File: src/rtl/i2c_target_responder_if.sv
// ----------------------------------------------------------------------------
// i2c_target_responder_if
//   Bus-side signal bundle for the I2C target responder.
//   Scl_In : SCL level as seen on the bus
//   Sda_In : resolved SDA level as seen on the bus (wired-AND of all drivers)
//   Sda_Oe : 1 = target pulls SDA low (open drain), 0 = target releases SDA
//   Modports:
//     slave  - the target responder (samples SCL/SDA, drives Sda_Oe)
//     master - the bus side / environment (supplies SCL/SDA, observes Sda_Oe)
// ----------------------------------------------------------------------------
interface i2c_target_responder_if;
    logic Scl_In;
    logic Sda_In;
    logic Sda_Oe;

    modport slave  (input Scl_In, input Sda_In, output Sda_Oe);
    modport master (output Scl_In, output Sda_In, input Sda_Oe);
endinterface

File: src/rtl/i2c_target_responder.sv
// ----------------------------------------------------------------------------
// i2c_target_responder
//   I2C target (peripheral) responder. Detects START/STOP, matches a 7-bit
//   address, ACKs and captures write command bytes, and returns a multi-word
//   read payload MSB-first. SCL/SDA are oversampled by clk (clk >= 8x SCL).
//
//   Optional feature macro: I2C_TGT_CRC_EN
//     defined   - a CRC-8 byte (poly 0x31, init 0xFF, no reflection, no
//                 final xor) follows every 16-bit word; payload = 3*NUM_WORDS
//     undefined - no CRC bytes; payload = 2*NUM_WORDS; CRC logic absent
//
//   Parameters
//     TGT_ADDR    7-bit target address
//     NUM_WORDS   16-bit words per read payload (1..8)
//     SYNC_STAGES SCL/SDA synchroniser depth (>= 2)
//
//   Ports
//     clk            system clock
//     Rst_N          asynchronous active-low reset
//     bus            slave modport: Scl_In, Sda_In in; Sda_Oe out
//     Read_Data      read payload, word 0 in the MSBs
//     Command_Out    last write byte received
//     Command_Valid  one-cycle pulse when Command_Out updates
//     Bytes_Sent     bytes transmitted in the current read (incl. CRC), sat. 31
//     Busy           high from address match until STOP or master NACK
//     Nack_Seen      sticky: master NACKed before payload end; cleared by START
// ----------------------------------------------------------------------------
module i2c_target_responder #(
    parameter logic [6:0] TGT_ADDR    = 7'h44,
    parameter int         NUM_WORDS   = 2,
    parameter int         SYNC_STAGES = 2
) (
    input  logic                      clk,
    input  logic                      Rst_N,
    i2c_target_responder_if.slave     bus,
    input  logic [16*NUM_WORDS-1:0]   Read_Data,
    output logic [7:0]                Command_Out,
    output logic                      Command_Valid,
    output logic [4:0]                Bytes_Sent,
    output logic                      Busy,
    output logic                      Nack_Seen
);

`ifdef I2C_TGT_CRC_EN
    localparam int BYTES_PER_WORD = 3;
`else
    localparam int BYTES_PER_WORD = 2;
`endif
    localparam int         PAYLOAD_LEN = BYTES_PER_WORD * NUM_WORDS;
    localparam logic [4:0] PAYLOAD_LIM = 5'(PAYLOAD_LEN);
    localparam logic [3:0] WORD_LIMIT  = 4'(NUM_WORDS);
    localparam logic [1:0] LAST_POS    = 2'(BYTES_PER_WORD - 1);

    typedef enum logic [2:0] {
        IDLE,
        ADDR,
        ADDR_ACK,
        WR_DATA,
        WR_ACK,
        RD_DATA,
        RD_ACK,
        WAIT_STOP
    } state_t;

    // Bytes_Sent counts up but never wraps.
    function automatic logic [4:0] sat_inc(input logic [4:0] v);
        return (v == 5'd31) ? v : v + 5'd1;
    endfunction

`ifdef I2C_TGT_CRC_EN
    // One MSB-first step of CRC-8, polynomial x^8 + x^5 + x^4 + 1 (0x31).
    function automatic logic [7:0] crc8_step(input logic [7:0] crc, input logic din);
        logic fb;
        fb = crc[7] ^ din;
        return fb ? ({crc[6:0], 1'b0} ^ 8'h31) : {crc[6:0], 1'b0};
    endfunction
`endif

    // ---------------- input synchroniser and edge detection ----------------
    // Flops reset to 1 so a reset never fabricates a START/STOP or SCL edge.
    logic [SYNC_STAGES-1:0] scl_sync;
    logic [SYNC_STAGES-1:0] sda_sync;
    logic                   scl_prev;
    logic                   sda_prev;

    always_ff @(posedge clk or negedge Rst_N) begin
        if (!Rst_N) begin
            scl_sync <= '1;
            sda_sync <= '1;
            scl_prev <= 1'b1;
            sda_prev <= 1'b1;
        end else begin
            scl_sync <= {scl_sync[SYNC_STAGES-2:0], bus.Scl_In};
            sda_sync <= {sda_sync[SYNC_STAGES-2:0], bus.Sda_In};
            scl_prev <= scl_sync[SYNC_STAGES-1];
            sda_prev <= sda_sync[SYNC_STAGES-1];
        end
    end

    logic scl_s, sda_s;
    logic scl_rise, scl_fall, scl_held_high;
    logic start_det, stop_det;

    assign scl_s         = scl_sync[SYNC_STAGES-1];
    assign sda_s         = sda_sync[SYNC_STAGES-1];
    assign scl_rise      =  scl_s & ~scl_prev;
    assign scl_fall      = ~scl_s &  scl_prev;
    // START/STOP need SCL high on both samples, so an SCL edge in the same
    // clock as an SDA edge is treated as a clock edge, never a condition.
    assign scl_held_high =  scl_s &  scl_prev;
    assign start_det     = scl_held_high &  sda_prev & ~sda_s;
    assign stop_det      = scl_held_high & ~sda_prev &  sda_s;

    // ---------------- state ----------------
    state_t                  state_q, state_d;
    logic [3:0]              bit_cnt_q, bit_cnt_d;
    logic                    sda_oe_q, sda_oe_d;
    logic                    rw_q, rw_d;
    logic                    busy_q, busy_d;
    logic                    nack_q, nack_d;
    logic [4:0]              sent_q, sent_d;
    logic [7:0]              cmd_q, cmd_d;
    logic                    cmd_vld_q, cmd_vld_d;

    logic [6:0]              shift_q, shift_d;
    logic [7:0]              tx_q, tx_d;
    logic [16*NUM_WORDS-1:0] snap_q, snap_d;
    logic [3:0]              word_idx_q, word_idx_d;
    logic [1:0]              byte_pos_q, byte_pos_d;
`ifdef I2C_TGT_CRC_EN
    logic [7:0]              crc_q, crc_d;
`endif

    assign bus.Sda_Oe    = sda_oe_q;
    assign Command_Out   = cmd_q;
    assign Command_Valid = cmd_vld_q;
    assign Bytes_Sent    = sent_q;
    assign Busy          = busy_q;
    assign Nack_Seen     = nack_q;

    // ---------------- payload byte selection ----------------
    // word_idx/byte_pos point at the next byte to load into tx; anything past
    // the payload end reads as 8'hFF (SDA left released).
    logic [15:0] cur_word;
    logic [7:0]  next_byte;

    always_comb begin
        cur_word = 16'h0000;
        for (int i = 0; i < NUM_WORDS; i++) begin
            if (word_idx_q == 4'(i)) begin
                cur_word = snap_q[16*(NUM_WORDS-1-i) +: 16];
            end
        end
    end

    always_comb begin
        next_byte = 8'hFF;
        if (word_idx_q < WORD_LIMIT) begin
            case (byte_pos_q)
                2'd0:    next_byte = cur_word[15:8];
                2'd1:    next_byte = cur_word[7:0];
`ifdef I2C_TGT_CRC_EN
                default: next_byte = crc_q;
`else
                default: next_byte = 8'hFF;
`endif
            endcase
        end
    end

    // ---------------- next-state logic ----------------
    always_comb begin
        state_d    = state_q;
        bit_cnt_d  = bit_cnt_q;
        sda_oe_d   = sda_oe_q;
        rw_d       = rw_q;
        busy_d     = busy_q;
        nack_d     = nack_q;
        sent_d     = sent_q;
        cmd_d      = cmd_q;
        cmd_vld_d  = 1'b0;
        shift_d    = shift_q;
        tx_d       = tx_q;
        snap_d     = snap_q;
        word_idx_d = word_idx_q;
        byte_pos_d = byte_pos_q;
`ifdef I2C_TGT_CRC_EN
        crc_d      = crc_q;
`endif

        if (start_det) begin
            state_d   = ADDR;
            bit_cnt_d = 4'd0;
            sda_oe_d  = 1'b0;
            nack_d    = 1'b0;
            sent_d    = 5'd0;
        end else if (stop_det) begin
            state_d   = IDLE;
            bit_cnt_d = 4'd0;
            sda_oe_d  = 1'b0;
            busy_d    = 1'b0;
        end else begin
            case (state_q)
                IDLE: begin
                end

                ADDR: begin
                    if (scl_rise) begin
                        shift_d = {shift_q[5:0], sda_s};
                        if (bit_cnt_q == 4'd7) begin
                            // shift_q holds address bits 7..1, sda_s is R/W.
                            if (shift_q == TGT_ADDR) begin
                                state_d    = ADDR_ACK;
                                bit_cnt_d  = 4'd8;
                                busy_d     = 1'b1;
                                rw_d       = sda_s;
                                word_idx_d = 4'd0;
                                byte_pos_d = 2'd0;
`ifdef I2C_TGT_CRC_EN
                                crc_d      = 8'hFF;
`endif
                                if (sda_s) begin
                                    snap_d = Read_Data;
                                    sent_d = 5'd0;
                                end
                            end else begin
                                state_d = WAIT_STOP;
                                busy_d  = 1'b0;
                            end
                        end else begin
                            bit_cnt_d = bit_cnt_q + 4'd1;
                        end
                    end
                end

                // bit_cnt 8: waiting for the 8th falling edge to assert ACK;
                // bit_cnt 9: ACK is on the bus until the 9th falling edge.
                ADDR_ACK, WR_ACK: begin
                    if (scl_fall) begin
                        if (bit_cnt_q == 4'd8) begin
                            sda_oe_d  = 1'b1;
                            bit_cnt_d = 4'd9;
                        end else begin
                            bit_cnt_d = 4'd0;
                            if (state_q == ADDR_ACK && rw_q) begin
                                tx_d     = next_byte;
                                sda_oe_d = ~next_byte[7];
                                state_d  = RD_DATA;
                            end else begin
                                sda_oe_d = 1'b0;
                                state_d  = WR_DATA;
                            end
                        end
                    end
                end

                WR_DATA: begin
                    if (scl_rise) begin
                        shift_d = {shift_q[5:0], sda_s};
                        if (bit_cnt_q == 4'd7) begin
                            cmd_d     = {shift_q, sda_s};
                            cmd_vld_d = 1'b1;
                            state_d   = WR_ACK;
                            bit_cnt_d = 4'd8;
                        end else begin
                            bit_cnt_d = bit_cnt_q + 4'd1;
                        end
                    end
                end

                // Each falling edge retires the bit in tx_q[7] and presents
                // the next one; the 8th releases SDA for the master's ACK.
                RD_DATA: begin
                    if (scl_fall) begin
`ifdef I2C_TGT_CRC_EN
                        if (byte_pos_q != 2'd2 && word_idx_q < WORD_LIMIT) begin
                            crc_d = crc8_step(crc_q, tx_q[7]);
                        end
`endif
                        tx_d = {tx_q[6:0], 1'b1};
                        if (bit_cnt_q == 4'd7) begin
                            sda_oe_d  = 1'b0;
                            sent_d    = sat_inc(sent_q);
                            state_d   = RD_ACK;
                            bit_cnt_d = 4'd8;
                            if (word_idx_q < WORD_LIMIT) begin
                                if (byte_pos_q == LAST_POS) begin
                                    byte_pos_d = 2'd0;
                                    word_idx_d = word_idx_q + 4'd1;
`ifdef I2C_TGT_CRC_EN
                                    crc_d      = 8'hFF;
`endif
                                end else begin
                                    byte_pos_d = byte_pos_q + 2'd1;
                                end
                            end
                        end else begin
                            bit_cnt_d = bit_cnt_q + 4'd1;
                            sda_oe_d  = ~tx_q[6];
                        end
                    end
                end

                RD_ACK: begin
                    if (scl_rise && bit_cnt_q == 4'd8) begin
                        if (!sda_s) begin
                            bit_cnt_d = 4'd9;
                        end else begin
                            state_d = WAIT_STOP;
                            busy_d  = 1'b0;
                            if (sent_q < PAYLOAD_LIM) begin
                                nack_d = 1'b1;
                            end
                        end
                    end else if (scl_fall && bit_cnt_q == 4'd9) begin
                        tx_d      = next_byte;
                        sda_oe_d  = ~next_byte[7];
                        bit_cnt_d = 4'd0;
                        state_d   = RD_DATA;
                    end
                end

                WAIT_STOP: begin
                end

                default: begin
                    state_d  = IDLE;
                    sda_oe_d = 1'b0;
                end
            endcase
        end
    end

    // ---------------- control registers ----------------
    always_ff @(posedge clk or negedge Rst_N) begin
        if (!Rst_N) begin
            state_q   <= IDLE;
            bit_cnt_q <= 4'd0;
            sda_oe_q  <= 1'b0;
            rw_q      <= 1'b0;
            busy_q    <= 1'b0;
            nack_q    <= 1'b0;
            sent_q    <= 5'd0;
            cmd_q     <= 8'h00;
            cmd_vld_q <= 1'b0;
        end else begin
            state_q   <= state_d;
            bit_cnt_q <= bit_cnt_d;
            sda_oe_q  <= sda_oe_d;
            rw_q      <= rw_d;
            busy_q    <= busy_d;
            nack_q    <= nack_d;
            sent_q    <= sent_d;
            cmd_q     <= cmd_d;
            cmd_vld_q <= cmd_vld_d;
        end
    end

    // ---------------- datapath registers ----------------
    // Only read after being loaded by an address match, so no reset needed.
    always_ff @(posedge clk) begin
        shift_q    <= shift_d;
        tx_q       <= tx_d;
        snap_q     <= snap_d;
        word_idx_q <= word_idx_d;
        byte_pos_q <= byte_pos_d;
`ifdef I2C_TGT_CRC_EN
        crc_q      <= crc_d;
`endif
    end

endmodule

File: src/flat_wrapper.sv
// flat-port wrapper written by rule: the top's interface ports become plain ports
module i2c_target_responder_flat 
#(
    parameter logic [6:0] TGT_ADDR    = 7'h44,
    parameter int         NUM_WORDS   = 2,
    parameter int         SYNC_STAGES = 2
)
  (clk, Rst_N, Read_Data, Command_Out, Command_Valid, Bytes_Sent, Busy, Nack_Seen, bus_Scl_In, bus_Sda_In, bus_Sda_Oe);
  i2c_target_responder_if bus_i ();
  input  logic clk;
  input  logic Rst_N;
  input  logic [16*NUM_WORDS-1:0] Read_Data;
  output logic [7:0] Command_Out;
  output logic Command_Valid;
  output logic [4:0] Bytes_Sent;
  output logic Busy;
  output logic Nack_Seen;
  input wire logic [$bits(bus_i.Scl_In)-1:0] bus_Scl_In;
  input wire logic [$bits(bus_i.Sda_In)-1:0] bus_Sda_In;
  output wire logic [$bits(bus_i.Sda_Oe)-1:0] bus_Sda_Oe;
  assign bus_i.Scl_In = bus_Scl_In;
  assign bus_i.Sda_In = bus_Sda_In;
  assign bus_Sda_Oe = bus_i.Sda_Oe;
  i2c_target_responder #(.TGT_ADDR(TGT_ADDR), .NUM_WORDS(NUM_WORDS), .SYNC_STAGES(SYNC_STAGES)) u_core (.clk(clk), .Rst_N(Rst_N), .bus(bus_i), .Read_Data(Read_Data), .Command_Out(Command_Out), .Command_Valid(Command_Valid), .Bytes_Sent(Bytes_Sent), .Busy(Busy), .Nack_Seen(Nack_Seen));
endmodule
File: config.mk
export PLATFORM = sky130hd
export DESIGN_NAME = i2c_target_responder_flat
export DESIGN_NICKNAME = d
export VERILOG_FILES = /design/src/rtl/i2c_target_responder_if.sv /design/src/rtl/i2c_target_responder.sv /design/src/flat_wrapper.sv
export SDC_FILE = /design/constraint.sdc
export NUM_CORES = 1
export LEC_CHECK = 0
export ABC_AREA = 1
export CAP_MARGIN = 40
export CELL_PAD_IN_SITES_DETAIL_PLACEMENT = 0
export CELL_PAD_IN_SITES_GLOBAL_PLACEMENT = 1
export CORE_MARGIN = 5
export CORE_UTILIZATION = 43
export DETAILED_ROUTE_END_ITERATION = 10
export HOLD_SLACK_MARGIN = 0.1
export PLACE_DENSITY = 0.86
export SLEW_MARGIN = 20
export SYNTH_ARGS = -nofsm -noshare
export SYNTH_HDL_FRONTEND = slang
export SYNTH_SLANG_ARGS = --single-unit
export TNS_END_PERCENT = 30
File: constraint.sdc
create_clock -name clk -period 3.6 [get_ports clk]
set_clock_uncertainty 0.15 [all_clocks]
set_input_delay 0.54 -clock clk [delete_from_list [all_inputs] [get_ports clk]]
set_output_delay 0.54 -clock clk [all_outputs]
set_load 0.02 [all_outputs]
Word-level counts from Yosys, hierarchy flattened:

Cells that the tools add are included.

* register bits: 83
* input port bits: 36
* output and inout port bits: 17

* $add $sub $neg: 4
* magnitude comparators: 2
* equal/unequal tests: 51
* muxes and demuxes: 95
* bitwise logic cells: 15
* reductions and logical operators: 30

Operator list (count)
* 2-to-1 mux 4 bit: 20
* 2-to-1 mux 3 bit: 15
* 2-to-1 mux 5 bit: 9
* 2-to-1 mux 7 bit: 6
* 2-to-1 mux 16 bit: 2
* != test 4 x 1 -> 1 bit (second input constant): 8
* != test 3 x 1 -> 1 bit (second input constant): 10
* AND reduction 9 bit: 3
* 2-to-1 mux 1 bit: 26
* != test 2 x 1 -> 1 bit (second input constant): 11
* case mux 7 bit (3 select lines): 1
* case mux 4 bit (5 select lines): 1
* case mux 8 bit (2 select lines): 1
* case mux 3 bit (5 select lines): 1
* AND reduction 5 bit: 3
* 2-to-1 mux 2 bit: 7
* AND reduction 6 bit: 2
* AND reduction 11 bit: 1
* case mux 5 bit (2 select lines): 1
* AND reduction 10 bit: 1
* nonzero test 2 bit: 5
* == test 3 bit (second input constant): 3
* nonzero test 3 bit: 3
* adder 4 x 1 -> 4 bit (second input constant): 2
* 35 further kinds: 55

Logic depth before layout (Yosys ltp):

* depth after elaboration: 12
* mapped depth: 12

Worst setup path before layout:

No wires, ideal clock.

* path kind: reg-to-reg
* from: register u_core.bit_cnt_q[0]
* to: register u_core.snap_q[0] (enable)
* library setup time: 0.421 ns
* arrival: 2.540 ns
* required time: 3.029 ns
* path slack: 0.489 ns
* cell stages (with the launch flop): 8
* path buffers: 0
* period minus slack after synthesis: 3.111 ns
* path through: dfrtp_1 ha_1 nand2_2 nor2_4 nand2_2 nor3_1 nand2_1 nor2_1

* longest elaborated chain between the ends: 2

Ends and longest elaborated chain
* start, declared: RTL line i2c_target_responder.sv:116 `logic [3:0] bit_cnt_q, bit_cnt_d;`
* start signal, assigned: RTL line i2c_target_responder.sv:348 `bit_cnt_q <= bit_cnt_d;`
* == test 4 x 3 -> 1 bit: RTL line i2c_target_responder.sv:210 `if (bit_cnt_q == 4'd7) begin`
* AND reduction 7 bit (no source line)
* end signal, assigned: RTL line i2c_target_responder.sv:364 `snap_q <= snap_d;`
* end, declared: RTL line i2c_target_responder.sv:127 `logic [16*NUM_WORDS-1:0] snap_q, snap_d;`

Every way passes these cells.
A chain may end at the register's enable or synchronous reset.

Worst setup path in the final report:

* from: register u_core.word_idx_q[1]
* to: register u_core.tx_q[3], data pin

* longest elaborated chain between the ends: 9
* elaborated cells between the ends (all ways): 13
* classes of those cells: order compare (1); eq/ne (1); mux (10); reduce/logical (1)

Ends and longest elaborated chain
* start, declared: RTL line i2c_target_responder.sv:128 `logic [3:0] word_idx_q, word_idx_d;`
* start signal, assigned: RTL line i2c_target_responder.sv:365 `word_idx_q <= word_idx_d;`
* logical NOT 4 bit: RTL line i2c_target_responder.sv:150 `if (word_idx_q == 4'(i)) begin`
* 2-to-1 mux 16 bit (2 in a row): RTL line i2c_target_responder.sv:150
* case mux 8 bit (2 select lines): RTL line i2c_target_responder.sv:159 `case (byte_pos_q)`
* 2-to-1 mux 8 bit *: RTL line i2c_target_responder.sv:158 `if (word_idx_q < WORD_LIMIT) begin`
* 2-to-1 mux 7 bit: RTL line i2c_target_responder.sv:245 `if (state_q == ADDR_ACK && rw_q) begin`
* 2-to-1 mux 7 bit: RTL line i2c_target_responder.sv:240 `if (bit_cnt_q == 4'd8) begin`
* 2-to-1 mux 7 bit: RTL line i2c_target_responder.sv:239 `if (scl_fall) begin`
* case mux 7 bit (3 select lines) *: RTL line i2c_target_responder.sv:203 `case (state_q)`
* end signal, assigned: RTL line i2c_target_responder.sv:363 `tx_q <= tx_d;`
* end, declared: RTL line i2c_target_responder.sv:126 `logic [7:0] tx_q, tx_d;`

Mark *: on every way between the ends. The rest lies on a longest branch, timed or not. The select of a mux whose other input is x is not followed.

==> out/qor.txt <==
====================================================================================
Data required time of the worst path                                         3.58 ns
Gates resized, CTS repair                                                          0
Max IR drop VDD                                                           0.000427 V
Deepest level of the CTS H-tree                                                    3
Core outline area                                                         9770 sq um
Wire length of the first global-routing pass                                 15.3 mm
Number of nets produced by synthesis                                             497
Origin of the critical flop-to-flop path                                u_core.word_idx_q[1]
Leak pwr                                                                  0.00214 uW
Register bit count reported by yosys                                              83
Die area                                                                 12100 sq um
Launch instance of the worst min-delay path                             u_core.scl_sync[0]
Die outline height                                                            110 um
Post-CTS Setup Inserts                                                             0
Wire length after detailed routing                                           9.30 mm
Number of different library cells in the post-synthesis netlist                   38
Vias                                                                            3235
Post-synth top flop                                                     sky130_fd_sc_hd__edfxtp_1
Number of hold violations in the final report                                      0
Switching power total                                                        1320 uW
Clock root buffer                                                       sky130_fd_sc_hd__clkbuf_8
Capture point of the worst reg-to-reg path                              u_core.tx_q[3]
Drt initial violations                                                           236
Pwr per Cell Area                                                        631 nW/um^2
Global routing usage summed across all routing layers                          0.166
WL per Instance                                                              14.4 um
Power share of the clock group                                                 0.213
Largest net degree at the start of global routing                                 33
Number of diodes added for antenna fixing                                          0
Post-DP HPWL                                                                 6.89 mm
Clock-pin slew on the worst setup and hold paths                             0.09 ns
Avg Cell Area, Syn                                                        9.54 sq um
DIE WIDTH                                                                     110 um
Final Cycle Share                                                              0.686
Tightest slew margin relative to the limit                                     0.585
Std-Cell Rows                                                                     36
Final setup vio count                                                              0
Leading post-synthesis cells by instance count                          103 x sky130_fd_sc_hd__nand2_1, 52 x sky130_fd_sc_hd__edfxtp_1, 49 x sky130_fd_sc_hd__nand3_1, 45 x sky130_fd_sc_hd__inv_1, 39 x sky130_fd_sc_hd__nor2_1
Area fraction of the dominant cell type after synthesis                        0.363
Share of final-layout standard cells stronger than drive strength 1            0.147
Number of clock buffers inserted by TritonCTS                                      9
CTS tree                                                                       built
Fraction of power consumed by combinational cells                              0.390
Max clock buf depth                                                                2
Internal reg-to-reg setup slack                                              1.13 ns
Count of final max-slew check failures                                             0
Startpoint Class                                                                flop
Initial Util                                                                   0.440
Top-level I/O count                                                               53
Crit path from                                                          u_core.word_idx_q[1]
Weighted congestion at the end of routability-driven global placement          0.873
Sink count of the clock tree                                                      83
FILL cells                                                                       904
Routed vias/inst                                                                5.02
Transition time of the tightest slew-check pin                              0.623 ns
Number of port buffers                                                            52
Synth area leader                                                       sky130_fd_sc_hd__edfxtp_1
Share of power burned in registers                                             0.398
Utilization after layout                                                       0.526
Total area of multi-input combinational cells                             1660 sq um
Storage element area                                                      2340 sq um
Arrival time at the worst endpoint                                           2.45 ns
Post-detailed-route DRC marker count                                               0
Most used standard cell by instance count after synthesis               sky130_fd_sc_hd__nand2_1
CP Class                                                                  reg -> reg
Area contributors post-synth                                            sky130_fd_sc_hd__edfxtp_1 36%, sky130_fd_sc_hd__dfrtp_1 15%, sky130_fd_sc_hd__nand2_1 9.0%
Vias in the first global route                                                  3154
Initial antenna violation count                                                    0
Switching power as a share of total power                                      0.408
Net total in the final layout                                                    552
Top achievable clock speed                                                   405 MHz
Max Cap Violations                                                                 0
Category of the worst setup path capture point                                  flop
Layout overhead on the synthesized area                                        19.5%
Worst hold path class                                                     reg -> reg
Post-synth EDFFs                                                                  52
Cell Area, Synth                                                          4300 sq um
Setup total negative slack                                                      0 ns
Final antenna-violating net count                                                  0
Proportion of synthesized chip area in sequential cells                        0.545
Insertion delay to the later sink of the worst-skew pair                     0.36 ns
Hold Path Sink                                                          u_core.scl_sync[1]
Hold Buf Count CTS                                                                 0
Yosys Warn Count                                                                   0
Shortest clock period the worst path allows after layout                     2.47 ns
Cell-internal power                                                          1920 uW
Depth of the worst register-to-register path                                       9
Hold path depth                                                                    0
Total iterations of the first detailed-routing run                                 6
Remaining Overflow, GRT                                                            0
Setup repair after global routing missed its margin                               no
Share of flip-flops with an asynchronous set or reset after synthesis          0.373
Syn Inst Count                                                                   451
Status                                                                  finished, final reports clean
Worst-path fanout max                                                             18
====================================================================================
## through the flow
step	instance area, sq um	total power, uW	hold WS, ns	setup slack [ns]	cells
finish	5140	3250	0.209	1.13	644
global route	5140	3470	0.213	0.889	644
global placement	4940	2550	0.196	1.23	628
CTS	5140	3260	0.211	1.16	644
detailed placement	4940	2570	0.199	1.17	628
floorplan	4300	2270	0.0944	0.489	451
## area by class of cell
class                           count  area share
Sequential cell                    83       0.456
Multi-Input combinational cell    300       0.323
Timing Repair Buffer               57       0.109
Inverter                           55      0.0411
Tap cell                          133      0.0324
Clock buffer                        9      0.0241
Clock inverter                      7      0.0148
## registers in the layout (all words and copies together), names as in the netlist
signal / flops
u_core.bit_cnt_q: 4
u_core.sda_prev: 1
u_core.Command_Valid: 1
u_core.bus.Sda_Oe: 1
u_core.Nack_Seen: 1
u_core.byte_pos_q: 2
u_core.Busy: 1
u_core.sda_sync: 2
u_core.scl_sync: 2
u_core.tx_q: 7
u_core.shift_q: 7
u_core.snap_q: 32
u_core.Bytes_Sent: 5
u_core.scl_prev: 1
u_core.state_q: 3
u_core.rw_q: 1
u_core.Command_Out: 8
u_core.word_idx_q: 4
## per-layer routing
metal  vias to the layer above  routed length [um]  GRT usage  share of wire
li1                       1609                   -          -              -
met1                      1501                4090      0.221           0.44
met2                       109                4440      0.262           0.48
met3                        16                 590     0.0384          0.063
met4                         0                 183     0.0668          0.020
met5                         -                   0          0              0
## worst max-delay path by stage
stage                        to  slack (ns)  cells after the start
3_3_place_gp   u_core.snap_q[0]        1.23                      8
5_1_grt          u_core.tx_q[1]        0.89                      9
4_1_cts          u_core.tx_q[6]        1.16                      9
3_5_place_dp     u_core.tx_q[3]        1.17                      9
2_1_floorplan  u_core.snap_q[0]        0.49                      7
6_report         u_core.tx_q[3]        1.13                      9
## layout by cell type, fill, tap and decap left out, drive strengths merged, types with 2 or more instances in the layout
| cell type | n |
|---|---|
| dfrtp | 25 |
| xor2 | 2 |
| nor3b | 3 |
| nor2 | 52 |
| dfstp | 6 |
| clkdlybuf4s50 | 52 |
| inv | 57 |
| nand2 | 115 |
| a21oi | 6 |
| clkinv | 4 |
| ha | 10 |
| clkbuf | 9 |
| nor3 | 7 |
| buf | 5 |
| edfxtp | 52 |
| nand3 | 55 |
| o21ai | 31 |
| o211a | 2 |
| nand4 | 12 |
## kinds of logic after synthesis
| family | Yosys count | synth area share |
|---|---|---|
| compound gates | 41 | 0.0535 |
| buf+inv | 68 | 0.0695 |
| fa+ha+maj | 10 | 0.0291 |
| simple gates | 246 | 0.297 |
| xor+xnor | 3 | 0.00611 |
| flops | 83 | 0.545 |
## power by group through the flow
stage | combinational, uW | sequential, uW | clock, uW
6_report | 1270 | 1290 | 690
5_1_grt | 1410 | 1310 | 754
4_1_cts | 1260 | 1290 | 709
3_5_place_dp | 1260 | 1310 | 0
3_3_place_gp | 1240 | 1310 | 0
2_1_floorplan | 1030 | 1250 | 0
## worst max-delay path, stage by stage, from the launching register on
cell and delay (ns):
sky130_fd_sc_hd__edfxtp_1 0.42, sky130_fd_sc_hd__inv_1 0.12, sky130_fd_sc_hd__ha_1 0.57, sky130_fd_sc_hd__inv_1 0.13
sky130_fd_sc_hd__nand3_1 0.37, sky130_fd_sc_hd__o21ai_0 0.18, sky130_fd_sc_hd__nand2_1 0.09, sky130_fd_sc_hd__nand3_1 0.07
sky130_fd_sc_hd__o21ai_1 0.09, sky130_fd_sc_hd__inv_1 0.05
(Power assumes the default switching activity.)
